===== src/rtl/msg_uart_rx.sv =====
// msg_uart_rx
// Receives 8N1 UART bytes on a single pin and assembles every MSG_BYTES
// bytes into one message. The first byte received lands in the most
// significant byte of msg_out. A partial message is dropped on a bad stop
// bit or when the line stays idle too long between bytes.
//
// Parameters:
//   CLKS_PER_BIT  clock cycles per UART bit (>= 4)
//   MSG_BYTES     bytes per message
//   TIMEOUT_CLKS  idle cycles allowed between bytes of one message
// Ports:
//   clk        system clock; the only clock domain
//   rst        asynchronous active-high reset
//   rx         UART line, asynchronous to clk, idle high
//   msg_out    last complete message, held between messages
//   msg_valid  one-cycle pulse when msg_out has just been updated
//   frame_err  one-cycle pulse when a partial message is discarded
//   msg_cnt    count of complete messages, wraps 255 -> 0
module msg_uart_rx #(
  parameter int CLKS_PER_BIT = 868,
  parameter int MSG_BYTES    = 21,
  parameter int TIMEOUT_CLKS = 20 * CLKS_PER_BIT
) (
  input  logic                   clk,
  input  logic                   rst,
  input  logic                   rx,
  output logic [MSG_BYTES*8-1:0] msg_out,
  output logic                   msg_valid,
  output logic                   frame_err,
  output logic [7:0]             msg_cnt
);

  localparam int MSG_W   = MSG_BYTES * 8;
  localparam int TIMER_W = $clog2(CLKS_PER_BIT);
  localparam int CNT_W   = (MSG_BYTES > 1) ? $clog2(MSG_BYTES) : 1;
  localparam int TO_W    = $clog2(TIMEOUT_CLKS + 1);

  localparam logic [TIMER_W-1:0] HALF_LAST = TIMER_W'(CLKS_PER_BIT / 2 - 1);
  localparam logic [TIMER_W-1:0] BIT_LAST  = TIMER_W'(CLKS_PER_BIT - 1);
  localparam logic [CNT_W-1:0]   BYTE_LAST = CNT_W'(MSG_BYTES - 1);
  localparam logic [TO_W-1:0]    TO_LAST   = TO_W'(TIMEOUT_CLKS - 1);

  typedef enum logic [1:0] {
    S_IDLE,
    S_START,
    S_DATA,
    S_STOP
  } state_t;

  // ---------------------------------------------------------------------
  // Input synchronizer; both flops reset to the idle (high) line level
  // ---------------------------------------------------------------------
  logic rx_meta_reg;
  logic rxs;

  always_ff @(posedge clk or posedge rst) begin
    if (rst) begin
      rx_meta_reg <= 1'b1;
      rxs         <= 1'b1;
    end else begin
      rx_meta_reg <= rx;
      rxs         <= rx_meta_reg;
    end
  end

  // ---------------------------------------------------------------------
  // Bit-level FSM
  // ---------------------------------------------------------------------
  state_t               state_reg;
  state_t               state_next;
  logic [TIMER_W-1:0]   timer_reg;
  logic [2:0]           bit_idx_reg;
  logic [7:0]           shift_reg;

  logic half_tick;
  logic bit_tick;
  assign half_tick = (timer_reg == HALF_LAST);
  assign bit_tick  = (timer_reg == BIT_LAST);

  // Strobes decoded from the current state
  logic timer_clr;
  logic start_seen;
  logic start_ok;
  logic shift_en;
  logic stop_en;

  always_ff @(posedge clk or posedge rst) begin
    if (rst) begin
      state_reg <= S_IDLE;
    end else begin
      state_reg <= state_next;
    end
  end

  always_comb begin
    state_next = state_reg;
    case (state_reg)
      S_IDLE:  if (!rxs) state_next = S_START;
      // A start bit that is high again at mid-bit is a glitch: go back quietly
      S_START: if (half_tick) state_next = rxs ? S_IDLE : S_DATA;
      S_DATA:  if (bit_tick && (bit_idx_reg == 3'd7)) state_next = S_STOP;
      S_STOP:  if (bit_tick) state_next = S_IDLE;
      default: state_next = S_IDLE;
    endcase
  end

  always_comb begin
    timer_clr  = 1'b0;
    start_seen = 1'b0;
    start_ok   = 1'b0;
    shift_en   = 1'b0;
    stop_en    = 1'b0;
    case (state_reg)
      S_IDLE: begin
        // Timer sits at zero in IDLE so START begins counting from 0
        timer_clr  = 1'b1;
        start_seen = ~rxs;
      end
      S_START: begin
        if (half_tick) begin
          timer_clr = 1'b1;
          start_ok  = ~rxs;
        end
      end
      S_DATA: begin
        if (bit_tick) begin
          timer_clr = 1'b1;
          shift_en  = 1'b1;
        end
      end
      S_STOP: begin
        if (bit_tick) begin
          timer_clr = 1'b1;
          stop_en   = 1'b1;
        end
      end
      default: timer_clr = 1'b1;
    endcase
  end

  always_ff @(posedge clk or posedge rst) begin
    if (rst) begin
      timer_reg   <= '0;
      bit_idx_reg <= '0;
      shift_reg   <= '0;
    end else begin
      timer_reg <= timer_clr ? '0 : timer_reg + TIMER_W'(1);
      if (start_ok) begin
        bit_idx_reg <= '0;
      end else if (shift_en) begin
        bit_idx_reg <= bit_idx_reg + 3'd1;
      end
      // LSB arrives first, so shift in from the top
      if (shift_en) begin
        shift_reg <= {rxs, shift_reg[7:1]};
      end
    end
  end

  // ---------------------------------------------------------------------
  // Message assembly and inter-byte timeout
  // ---------------------------------------------------------------------
  logic [CNT_W-1:0] byte_cnt_reg;
  logic [TO_W-1:0]  to_cnt_reg;
  logic [MSG_W-1:0] asm_reg;
  logic [MSG_W-1:0] asm_next;

  logic byte_good;
  logic byte_bad;
  logic last_byte;
  logic timeout_hit;

  assign byte_good   = stop_en & rxs;
  assign byte_bad    = stop_en & ~rxs;
  assign last_byte   = (byte_cnt_reg == BYTE_LAST);
  // A start seen in the same cycle wins over the timeout
  assign timeout_hit = (state_reg == S_IDLE) && rxs && (byte_cnt_reg != '0) &&
                       (to_cnt_reg == TO_LAST);

  // Assembly value with the freshly received byte dropped into its lane
  genvar gi;
  generate
    for (gi = 0; gi < MSG_BYTES; gi++) begin : g_lane
      localparam int LO = (MSG_BYTES - 1 - gi) * 8;
      assign asm_next[LO +: 8] = (byte_cnt_reg == CNT_W'(gi)) ? shift_reg
                                                              : asm_reg[LO +: 8];
    end
  endgenerate

  always_ff @(posedge clk or posedge rst) begin
    if (rst) begin
      to_cnt_reg <= '0;
    end else if (start_seen || (byte_cnt_reg == '0) || timeout_hit) begin
      to_cnt_reg <= '0;
    end else if (state_reg == S_IDLE) begin
      to_cnt_reg <= to_cnt_reg + TO_W'(1);
    end
  end

  always_ff @(posedge clk or posedge rst) begin
    if (rst) begin
      byte_cnt_reg <= '0;
      asm_reg      <= '0;
      msg_out      <= '0;
      msg_valid    <= 1'b0;
      frame_err    <= 1'b0;
      msg_cnt      <= '0;
    end else begin
      msg_valid <= 1'b0;
      frame_err <= 1'b0;
      if (byte_good) begin
        if (last_byte) begin
          msg_out      <= asm_next;
          msg_valid    <= 1'b1;
          msg_cnt      <= msg_cnt + 8'd1;
          byte_cnt_reg <= '0;
          asm_reg      <= '0;
        end else begin
          asm_reg      <= asm_next;
          byte_cnt_reg <= byte_cnt_reg + CNT_W'(1);
        end
      end else if (byte_bad || timeout_hit) begin
        // Drop the partial message; msg_out and msg_cnt stay as they were
        frame_err    <= 1'b1;
        byte_cnt_reg <= '0;
        asm_reg      <= '0;
      end
    end
  end

endmodule


===== config.mk =====
export PLATFORM = sky130hd
export DESIGN_NAME = msg_uart_rx
export DESIGN_NICKNAME = d
export VERILOG_FILES = /design/src/rtl/msg_uart_rx.sv
export SDC_FILE = /design/constraint.sdc
export NUM_CORES = 1
export LEC_CHECK = 0
export ABC_AREA = 1
export BUFFER_PORTS_ARGS = -buffer_cell sky130_fd_sc_hd__buf_2
export CAP_MARGIN = 30
export CORE_MARGIN = 2
export CORE_UTILIZATION = 28
export DETAILED_ROUTE_END_ITERATION = 7
export SYNTH_ARGS = -nofsm -noshare
export SYNTH_HDL_FRONTEND = slang
export SYNTH_SLANG_ARGS = --single-unit

===== constraint.sdc =====
create_clock -name clk -period 22.8 [get_ports clk]
set_input_delay 4.56 -clock clk [delete_from_list [all_inputs] [get_ports clk]]
set_output_delay 4.56 -clock clk [all_outputs]
set_load 0.02 [all_outputs]

==> impl_metrics.env, run 1 <==
export IMPL_grt_overflow=0
export IMPL_r2r_slack_ps=19150
export IMPL_clockRootBuffer="clkbuf_16"
export IMPL_layout_nets=1951
export IMPL_grt_setup_unrepaired="false"
export IMPL_path_clk_slew_ps=60
export IMPL_hold_path_cell_count=0
export IMPL_cts_setup_buffers=0
export IMPL_ys_warn_count=0
export IMPL_fin_crit_ps=6390
export IMPL_first_iter_violations=956
export IMPL_final_max_slew_viol_count=0
export IMPL_grt_pass1_wl_um=71400
export IMPL_holdCritStartpoint="rx_meta_reg$_DFF_PP1_"
export IMPL_cts_buffers=43
export IMPL_hold_end="rxs$_DFF_PP1_"
export IMPL_grt_start_max_net_pins=116
export IMPL_place_hpwl_um=29400
export IMPL_layout_common_cells="446 x nand2_1, 381 x dfrtp_1, 194 x o21ai_0"
export IMPL_final_common_cell="nand2_1"
export IMPL_syn_area_mm2=0.0163
export IMPL_postLayoutCoreUtil_pct=33.4
export IMPL_die_x_um=245
export IMPL_crit_fanout=115
export IMPL_finalCritPeriodShare_pct=28.0
export IMPL_routed_wl_um=45600
export IMPL_synth_area_per_cell_um2=9.03
export IMPL_drc=0
export IMPL_diodes=0
export IMPL_numClockSinks=383
export IMPL_drt_first_pass_iters=5
export IMPL_portBuffers=180
export IMPL_postRouteAntennaNets=0
export IMPL_synth_seq_cells=383
export IMPL_synthDistinctLibCells=29
export IMPL_antenna_found_initial=0
export IMPL_crit_type="input port to async pin"
export IMPL_power_leakage_uw=0.00964
export IMPL_max_slew_margin_rel_pct=36.0
export IMPL_wl_per_cell_um=16.7
export IMPL_grtUsageTotal_pct=15.2
export IMPL_clock_latency_ps=560
export IMPL_row_count=88
export IMPL_hp_class="flip-flop to flip-flop"
export IMPL_syn_num_nets=1819
export IMPL_die_area_mm2=0.0602
export IMPL_setup_viol=0
export IMPL_crit_arrival_ps=6950
export IMPL_syn2layout_area_growth_pct=18.0
export IMPL_initial_core_util_pct=28.3
export IMPL_max_cap_viol_count=0
export IMPL_cts_resized=0
export IMPL_num_vias=12870
export IMPL_io_pins=181
export IMPL_netlist_instances=1805
export IMPL_clockBufferDepth=3
export IMPL_reg2reg_to="msg_out[137]$_DFFE_PP0P_"
export IMPL_rr_worst_depth=11
export IMPL_skew_ps=16.6
export IMPL_routabilityCongestion=0.856
export IMPL_tns_ps=0
export IMPL_layout_drive_gt1_share_pct=14.8
export IMPL_vias_per_cell=4.71
export IMPL_synth_seq_area_share_pct=58.8
export IMPL_worstPathRequired_ps=23360
export IMPL_final_hold_violation_count=0
export IMPL_coreArea_mm2=0.0576
export IMPL_ctsHoldBuffers=0
export IMPL_cp_end_kind="async pin"
export IMPL_cellPowerDensity_mw_per_mm2=74.0
export IMPL_tightest_slew_ps=960
export IMPL_grt_pass1_vias=12545
export IMPL_peakVddDrop_mv=0.0412
export IMPL_startpoint_type="input port"
export IMPL_htreeDepth=2
export IMPL_die_h_um=245
export IMPL_r2r_start="byte_cnt_reg[0]$_DFFE_PP0P_"
export IMPL_outcome="finished, final reports clean"
export IMPL_fmax_mhz=157
export IMPL_cts_tree="yes"
export IMPL_largest_reg_flops=168
-- metal layers --
| layer | global-route usage (%) | routed length (µm) | vias to the layer above |
|---|---|---|---|
| li1 | - | - | 6212 |
| met1 | 20.3 | 20600 | 6288 |
| met2 | 24.8 | 21200 | 307 |
| met3 | 3.33 | 2770 | 63 |
| met4 | 4.09 | 1000 | 0 |
| met5 | 0 | 0 | - |
-- layout make-up --
class	count	area, µm²
clock buffer	61	1280
multi-input combinational	1113	5360
tap	765	957
fill	5870	38300
timing repair buffer	200	1110
clock inverter	14	208
sequential	383	9590
inverter	196	743
-- worst max path at each step --
| stage | to | from | slack (ps) | depth (start not counted) |
|---|---|---|---|---|
| floorplan | async pin | rst | 7600 | 1 |
| global placement | asm_reg[100]$_DFFE_PP0P_ | rst | 15790 | 4 |
| detailed placement | asm_reg[104]$_DFFE_PP0P_ | rst | 15690 | 4 |
| CTS | msg_out[85]$_DFFE_PP0P_ | rst | 16300 | 4 |
| global route | asm_reg[133]$_DFFE_PP0P_ | rst | 16020 | 4 |
| finish | msg_out[102]$_DFFE_PP0P_ | rst | 16410 | 4 |
-- cell families (layout without fill, tap and decap cells) --
logic type / count (synthesis) / after routing / synth area share, %
flip-flops: 383 / 383 / 58.8
XOR/XNOR: 15 / 15 / 0.806
AO/OA/AOI/OAI: 517 / 517 / 17.0
AND/OR/NAND/NOR: 570 / 570 / 14.2
adder cells (fa/ha/maj): 11 / 11 / 0.844
buffers and inverters: 309 / 471 / 8.37
-- cell usage after synthesis (all sizes together) --
library cell  count  share of area [%]
o22ai           141                5.4
xnor2             6               0.32
xor2              9               0.48
clkbuf           49                1.1
dfrtp           381                 58
ha               11               0.84
nand2           448                 10
nand3            26               0.98
o21bai            1              0.046
nor2             67                1.8
o21ai           360                 11
nor3b             4               0.18
nand4            11               0.42
buf              64                2.7
a21oi            13               0.40
o21a              2              0.092
nand3b            1              0.046
dfstp             2               0.32
inv             196                4.5
nor3             13               0.40
-- worst max-delay path, stage by stage --
cell	delay (ps)
buf_2	130
inv_8	520
buf_4	760
buf_4	810
-- metrics by stage --
step / hold WS [ps] / total power, µW / worst slack [ps] / instances / area, µm²
2_1_floorplan: 345 / 703 / 7600 / 1805 / 16300
3_3_place_gp: 347 / 708 / 15790 / 2653 / 17700
3_5_place_dp: 348 / 709 / 15690 / 2657 / 17800
4_1_cts: 351 / 1450 / 16300 / 2732 / 19200
5_1_grt: 354 / 1470 / 16020 / 2732 / 19200
6_report: 349 / 1420 / 16410 / 2732 / 19200
-- power by group --
| part | internal, µW | total [µW] | switching, µW | leakage, µW |
|---|---|---|---|---|
| Sequential | 680 | 681 | 0.438 | 0.00533 |
| Combinational | 1.16 | 14.5 | 13.4 | 0.00358 |
| Clock | 446 | 728 | 282 | 0.000727 |
| Total | 1130 | 1420 | 296 | 0.00964 |
No activity file was read; power rests on OpenSTA's default activity.
==> run 2, diff against run 1 <==
==> constraint.sdc (replaced) <==
create_clock -name clk -period 5.54 [get_ports clk]
set_input_delay 1.108 -clock clk [delete_from_list [all_inputs] [get_ports clk]]
set_output_delay 1.108 -clock clk [all_outputs]
set_load 0.02 [all_outputs]
==> run 2 against run 1 <==
Effect of this change: count of clock-buffer cells in the layout decreased by 5; wire length is essentially flat; power grew to 4.1 times the previous value; first-iteration DRC count fell by 13%; die area is the same; clock skew up 10 ps; final area up 0.13%; critical endpoint is now asm_reg[139]$_DFFE_PP0P_; highest routed layer unchanged.
==> impl_metrics.env, run 2 (synthesis gave the netlist of run 1 again) <==
export IMPL_dr_max_layer_used="met4"
export IMPL_nFillCells=5839
export IMPL_multi_input_area_mm2=0.00536
export IMPL_cts_buffers=41
export IMPL_ff_latch_area_mm2=0.00959
export IMPL_htreeDepth=2
export IMPL_wl_per_cell_um=16.7
export IMPL_tightest_slew_ps=819
export IMPL_max_slew_margin_rel_pct=45.4
export IMPL_worst_path_max_delay_cell="buf_4"
export IMPL_io_pins=181
export IMPL_drt_first_pass_iters=7
export IMPL_die_h_um=245
export IMPL_met3_length_um=2300
export IMPL_postRouteAntennaNets=0
export IMPL_cts_resized=0
export IMPL_clock_latency_ps=560
export IMPL_final_hold_violation_count=0
export IMPL_rr_worst_depth=9
export IMPL_final_max_slew_viol_count=0
export IMPL_syn2layout_area_growth_pct=18.2
export IMPL_met1_length_um=20600
export IMPL_design_area_mm2=0.0193
export IMPL_coreArea_mm2=0.0576
export IMPL_cp_end_kind="flip-flop"
export IMPL_r2r_start="byte_cnt_reg[1]$_DFFE_PP0P_"
export IMPL_peakVddDrop_mv=0.179
export IMPL_hold_path_cell_count=0
export IMPL_num_vias=12792
export IMPL_grt_pass1_vias=12231
export IMPL_ctsHoldBuffers=0
export IMPL_final_common_cell="nand2_1"
export IMPL_path_clk_slew_ps=60
export IMPL_grtUsageTotal_pct=15.0
export IMPL_cts_setup_buffers=0
export IMPL_path_cells="inv_1 > ha_1 > nand2_1 > inv_1 > nand2_2 > nand3_4 > buf_4 > buf_4 > o22ai_1"
export IMPL_antenna_found_initial=1
export IMPL_setup_viol=0
export IMPL_worstPathRequired_ps=5930
export IMPL_layout_nets=1949
export IMPL_skew_ps=27.1
export IMPL_layout_common_cells="446 x nand2_1, 381 x dfrtp_1, 194 x o21ai_0"
export IMPL_outcome="finished, final reports clean"
export IMPL_crit_arrival_ps=3610
export IMPL_hold_end="rxs$_DFF_PP1_"
export IMPL_power_leakage_uw=0.00964
export IMPL_fmax_mhz=311
export IMPL_crit_type="flip-flop to flip-flop"
export IMPL_reg2reg_to="asm_reg[139]$_DFFE_PP0P_"
export IMPL_crit_fanout=63
export IMPL_diodes=0
export IMPL_clockBufferDepth=3
export IMPL_drc=0
export IMPL_placedCellCount=2657
export IMPL_hp_class="flip-flop to flip-flop"
export IMPL_grt_pass1_wl_um=70800
export IMPL_stdcell_count=2732
export IMPL_fin_crit_ps=3210
export IMPL_holdCritStartpoint="rx_meta_reg$_DFF_PP1_"
export IMPL_largest_reg_flops=168
export IMPL_grt_overflow=0
export IMPL_routabilityCongestion=0.798
export IMPL_initial_core_util_pct=28.3
export IMPL_numClockSinks=383
export IMPL_cellPowerDensity_mw_per_mm2=301
export IMPL_die_area_mm2=0.0602
export IMPL_place_hpwl_um=29800
export IMPL_max_cap_viol_count=0
export IMPL_row_count=88
export IMPL_grt_start_max_net_pins=155
export IMPL_cts_tree="yes"
export IMPL_layout_drive_gt1_share_pct=14.8
export IMPL_die_x_um=245
export IMPL_clockRootBuffer="clkbuf_16"
export IMPL_vias_per_cell=4.68
export IMPL_placed_area_mm2=0.0178
export IMPL_routed_wl_um=45600
export IMPL_first_iter_violations=835
export IMPL_wl_met2_um=21200
export IMPL_grt_setup_unrepaired="false"
export IMPL_portBuffers=180
export IMPL_crit_path_max_incr_delay_ps=710
export IMPL_finalCritPeriodShare_pct=58.0
export IMPL_startpoint_type="flip-flop"
export IMPL_r2r_slack_ps=2330
run 2: metal layers:
metal,vias to the layer above,track usage [%]
met5,-,0
met4,0,5.61
met3,78,2.83
met2,318,24.1
met1,6168,20.2
li1,6228,-
run 2: power breakdown:
| part | switching (µW) | internal [µW] | total [µW] |
|---|---|---|---|
| clock network | 1170 | 1770 | 2940 |
| registers | 1.94 | 2800 | 2800 |
| logic | 55.3 | 5.60 | 60.9 |
| total | 1230 | 4580 | 5810 |
run 2: cell type report:
type	instances	share of cell area [%]
Multi-Input combinational cell	1113	27.8
Timing Repair Buffer	200	6.11
Clock buffer	56	6.09
Clock inverter	19	1.42
Tap cell	765	4.97
Sequential cell	383	49.8
Inverter	196	3.84
run 2: through the flow:
| step | utilization (%) | power [µW] | worst slack (ps) | hold slack (ps) | setup TNS, ps |
|---|---|---|---|---|---|
| finish | 33.5 | 5810 | 2330 | 355 | 0 |
| CTS | 33.5 | 5890 | 2400 | 357 | 0 |
| global route | 33.5 | 6010 | 2170 | 362 | 0 |
| floorplan | - | 2900 | -714 | 345 | -272170 |
| detailed placement | 30.9 | 2920 | 2420 | 349 | 0 |
| global placement | 30.8 | 2920 | 2450 | 348 | 0 |
run 2: worst max-delay path by stage:
stage,cells past startpoint,end,start,slack (ps)
finish,9,asm_reg[139]$_DFFE_PP0P_,byte_cnt_reg[1]$_DFFE_PP0P_,2330
global route,9,asm_reg[141]$_DFFE_PP0P_,byte_cnt_reg[1]$_DFFE_PP0P_,2170
CTS,9,asm_reg[139]$_DFFE_PP0P_,byte_cnt_reg[0]$_DFFE_PP0P_,2400
detailed placement,9,asm_reg[127]$_DFFE_PP0P_,byte_cnt_reg[0]$_DFFE_PP0P_,2420
global placement,9,asm_reg[101]$_DFFE_PP0P_,byte_cnt_reg[0]$_DFFE_PP0P_,2450
floorplan,1,async pin,rst,-710
run 2: worst max-delay path, delay by kind of cell, from the launching register on:
family / cells / cell delay (ps)
DFF: 1 / 420
AOI/OAI and AO/OA: 1 / 170
adders and majority gates: 1 / 180
buffers and inverters: 4 / 1520
and+or+nand+nor: 3 / 580
==> run 3, diff against run 2 <==
==> constraint.sdc (replaced) <==
create_clock -name clk -period 3 [get_ports clk]
set_input_delay 0.6 -clock clk [delete_from_list [all_inputs] [get_ports clk]]
set_output_delay 0.6 -clock clk [all_outputs]
set_load 0.02 [all_outputs]
==> run 3 against run 2 <==
Effect of this change: via count increased by 1.4%; wire length increased by 0.74%; maximum frequency increased by 43%; non-clock buffer count increased by 18; critical endpoint is now msg_out[90]$_DFFE_PP0P_.
==> impl_metrics.env, run 3 (synthesis gave the netlist of run 1 again) <==
export IMPL_cts_setup_buffers=0
export IMPL_coreArea_mm2=0.0576
export IMPL_tightest_slew_ps=752
export IMPL_clock_latency_ps=570
export IMPL_drc=0
export IMPL_power_leakage_uw=0.00978
export IMPL_ctsHoldBuffers=0
export IMPL_final_max_slew_viol_count=0
export IMPL_grtUsageTotal_pct=15.3
export IMPL_busiest_layer="met2"
export IMPL_switching_share_pct=21.0
export IMPL_die_area_mm2=0.0602
export IMPL_power_frac_seq_pct=47.4
export IMPL_layout_nets=1969
export IMPL_crit_arrival_ps=2720
export IMPL_first_iter_violations=948
export IMPL_grt_pass1_vias=12719
export IMPL_grt_overflow=0
export IMPL_fmax_mhz=444
export IMPL_combPwrFrac_pct=1.1
export IMPL_io_pins=181
export IMPL_row_count=88
export IMPL_routed_wl_um=45900
export IMPL_finalCritPeriodShare_pct=75.1
export IMPL_peakVddDrop_mv=0.427
export IMPL_fin_crit_ps=2250
export IMPL_worstPathRequired_ps=3470
export IMPL_numClockSinks=383
export IMPL_use_met1_pct=19.8
export IMPL_placedCellCount=2675
export IMPL_p_switching_uw=2300
export IMPL_grt_setup_unrepaired="false"
export IMPL_htreeDepth=2
export IMPL_crit_fanout=108
export IMPL_cp_end_kind="flip-flop"
export IMPL_largest_reg_flops=168
export IMPL_syn2layout_area_growth_pct=19.5
export IMPL_portBuffers=180
export IMPL_outcome="finished, final reports clean"
export IMPL_ff_latch_area_mm2=0.00959
export IMPL_hp_class="input port to async pin"
export IMPL_nFillCells=5844
export IMPL_place_hpwl_um=29500
export IMPL_cts_resized=0
export IMPL_vias_per_cell=4.72
export IMPL_startpoint_type="flip-flop"
export IMPL_layout_common_cells="446 x nand2_1, 381 x dfrtp_1, 194 x o21ai_0"
export IMPL_die_x_um=245
export IMPL_routabilityCongestion=0.797
export IMPL_grt_pass1_wl_um=71800
export IMPL_setup_viol=0
export IMPL_rr_worst_depth=10
export IMPL_num_vias=12974
export IMPL_skew_ps=21.1
export IMPL_crit_type="flip-flop to flip-flop"
export IMPL_stdcell_count=2751
export IMPL_cts_buffers=43
export IMPL_grt_util_met3_pct=3.38
export IMPL_diodes=0
export IMPL_grt_start_max_net_pins=114
export IMPL_path_clk_slew_ps=60
export IMPL_layout_drive_gt1_share_pct=15.8
export IMPL_cellPowerDensity_mw_per_mm2=560
export IMPL_use_met2_pct=24.9
export IMPL_multi_input_area_mm2=0.00536
export IMPL_design_area_mm2=0.0195
export IMPL_drt_first_pass_iters=6
export IMPL_final_common_cell="nand2_1"
export IMPL_clockRootBuffer="clkbuf_16"
export IMPL_cts_tree="yes"
export IMPL_postLayoutCoreUtil_pct=33.8
export IMPL_p_clk_share_pct=51.5
export IMPL_max_cap_viol_count=0
export IMPL_wl_per_cell_um=16.7
export IMPL_placed_area_mm2=0.0180
export IMPL_clockBufferDepth=3
export IMPL_final_hold_violation_count=0
export IMPL_initial_core_util_pct=28.3
export IMPL_internal_power_uw=8620
export IMPL_max_slew_margin_rel_pct=49.9
export IMPL_postRouteAntennaNets=0
export IMPL_die_h_um=245
export IMPL_antenna_found_initial=1
[run 3: layout make-up]
cell class,instances,share of cell area [%]
Sequential cell,383,49.2
Multi-Input combinational cell,1113,27.5
Timing Repair Buffer,218,6.79
Clock buffer,59,6.61
Tap cell,765,4.91
Inverter,196,3.80
Clock inverter,17,1.19
[run 3: routing by layer]
layer	routed length (µm)	vias up
met5	0	-
met4	1440	0
met3	2440	84
met2	21700	309
met1	20400	6337
li1	-	6244
[run 3: worst paths after layout]
check                                       startpoint                        to  slack (ps)
setup / recovery           byte_cnt_reg[0]$_DFFE_PP0P_   msg_out[90]$_DFFE_PP0P_         750
hold / removal                                     rst   asm_reg[66]$_DFFE_PP0P_         110
setup reg to reg           byte_cnt_reg[0]$_DFFE_PP0P_   msg_out[90]$_DFFE_PP0P_         750
hold reg to reg                  rx_meta_reg$_DFF_PP1_             rxs$_DFF_PP1_         380
max in group asynchronous                          rst  msg_out[106]$_DFFE_PP0P_        1900
min in group clk                                    rx     rx_meta_reg$_DFF_PP1_         160
[run 3: worst max-delay path, cell delays in order, from the launching register on]
cell and delay [ps]:
dfrtp_1 420, inv_1 80, ha_1 230, nand2_1 70, inv_1 60, nand2_2 230
inv_2 110, nand3_4 230, buf_12 350, nand2_1 100, o21ai_1 120
[run 3: power by group through the flow]
stage,Sequential [µW],Clock [µW],Combinational [µW]
detailed placement,5260,0,129
floorplan,5270,0,79.0
global route,5170,6000,142
finish,5170,5630,119
CTS,5170,5780,128
global placement,5260,0,125
[run 3: stage by stage]
step	setup WS (ps)	hold WS (ps)	total power (µW)	setup TNS [ps]
finish	748	113	10900	0
global route	562	132	11300	0
CTS	797	95.0	11100	0
detailed placement	841	368	5390	0
global placement	873	369	5390	0
floorplan	-2750	345	5350	-1049030
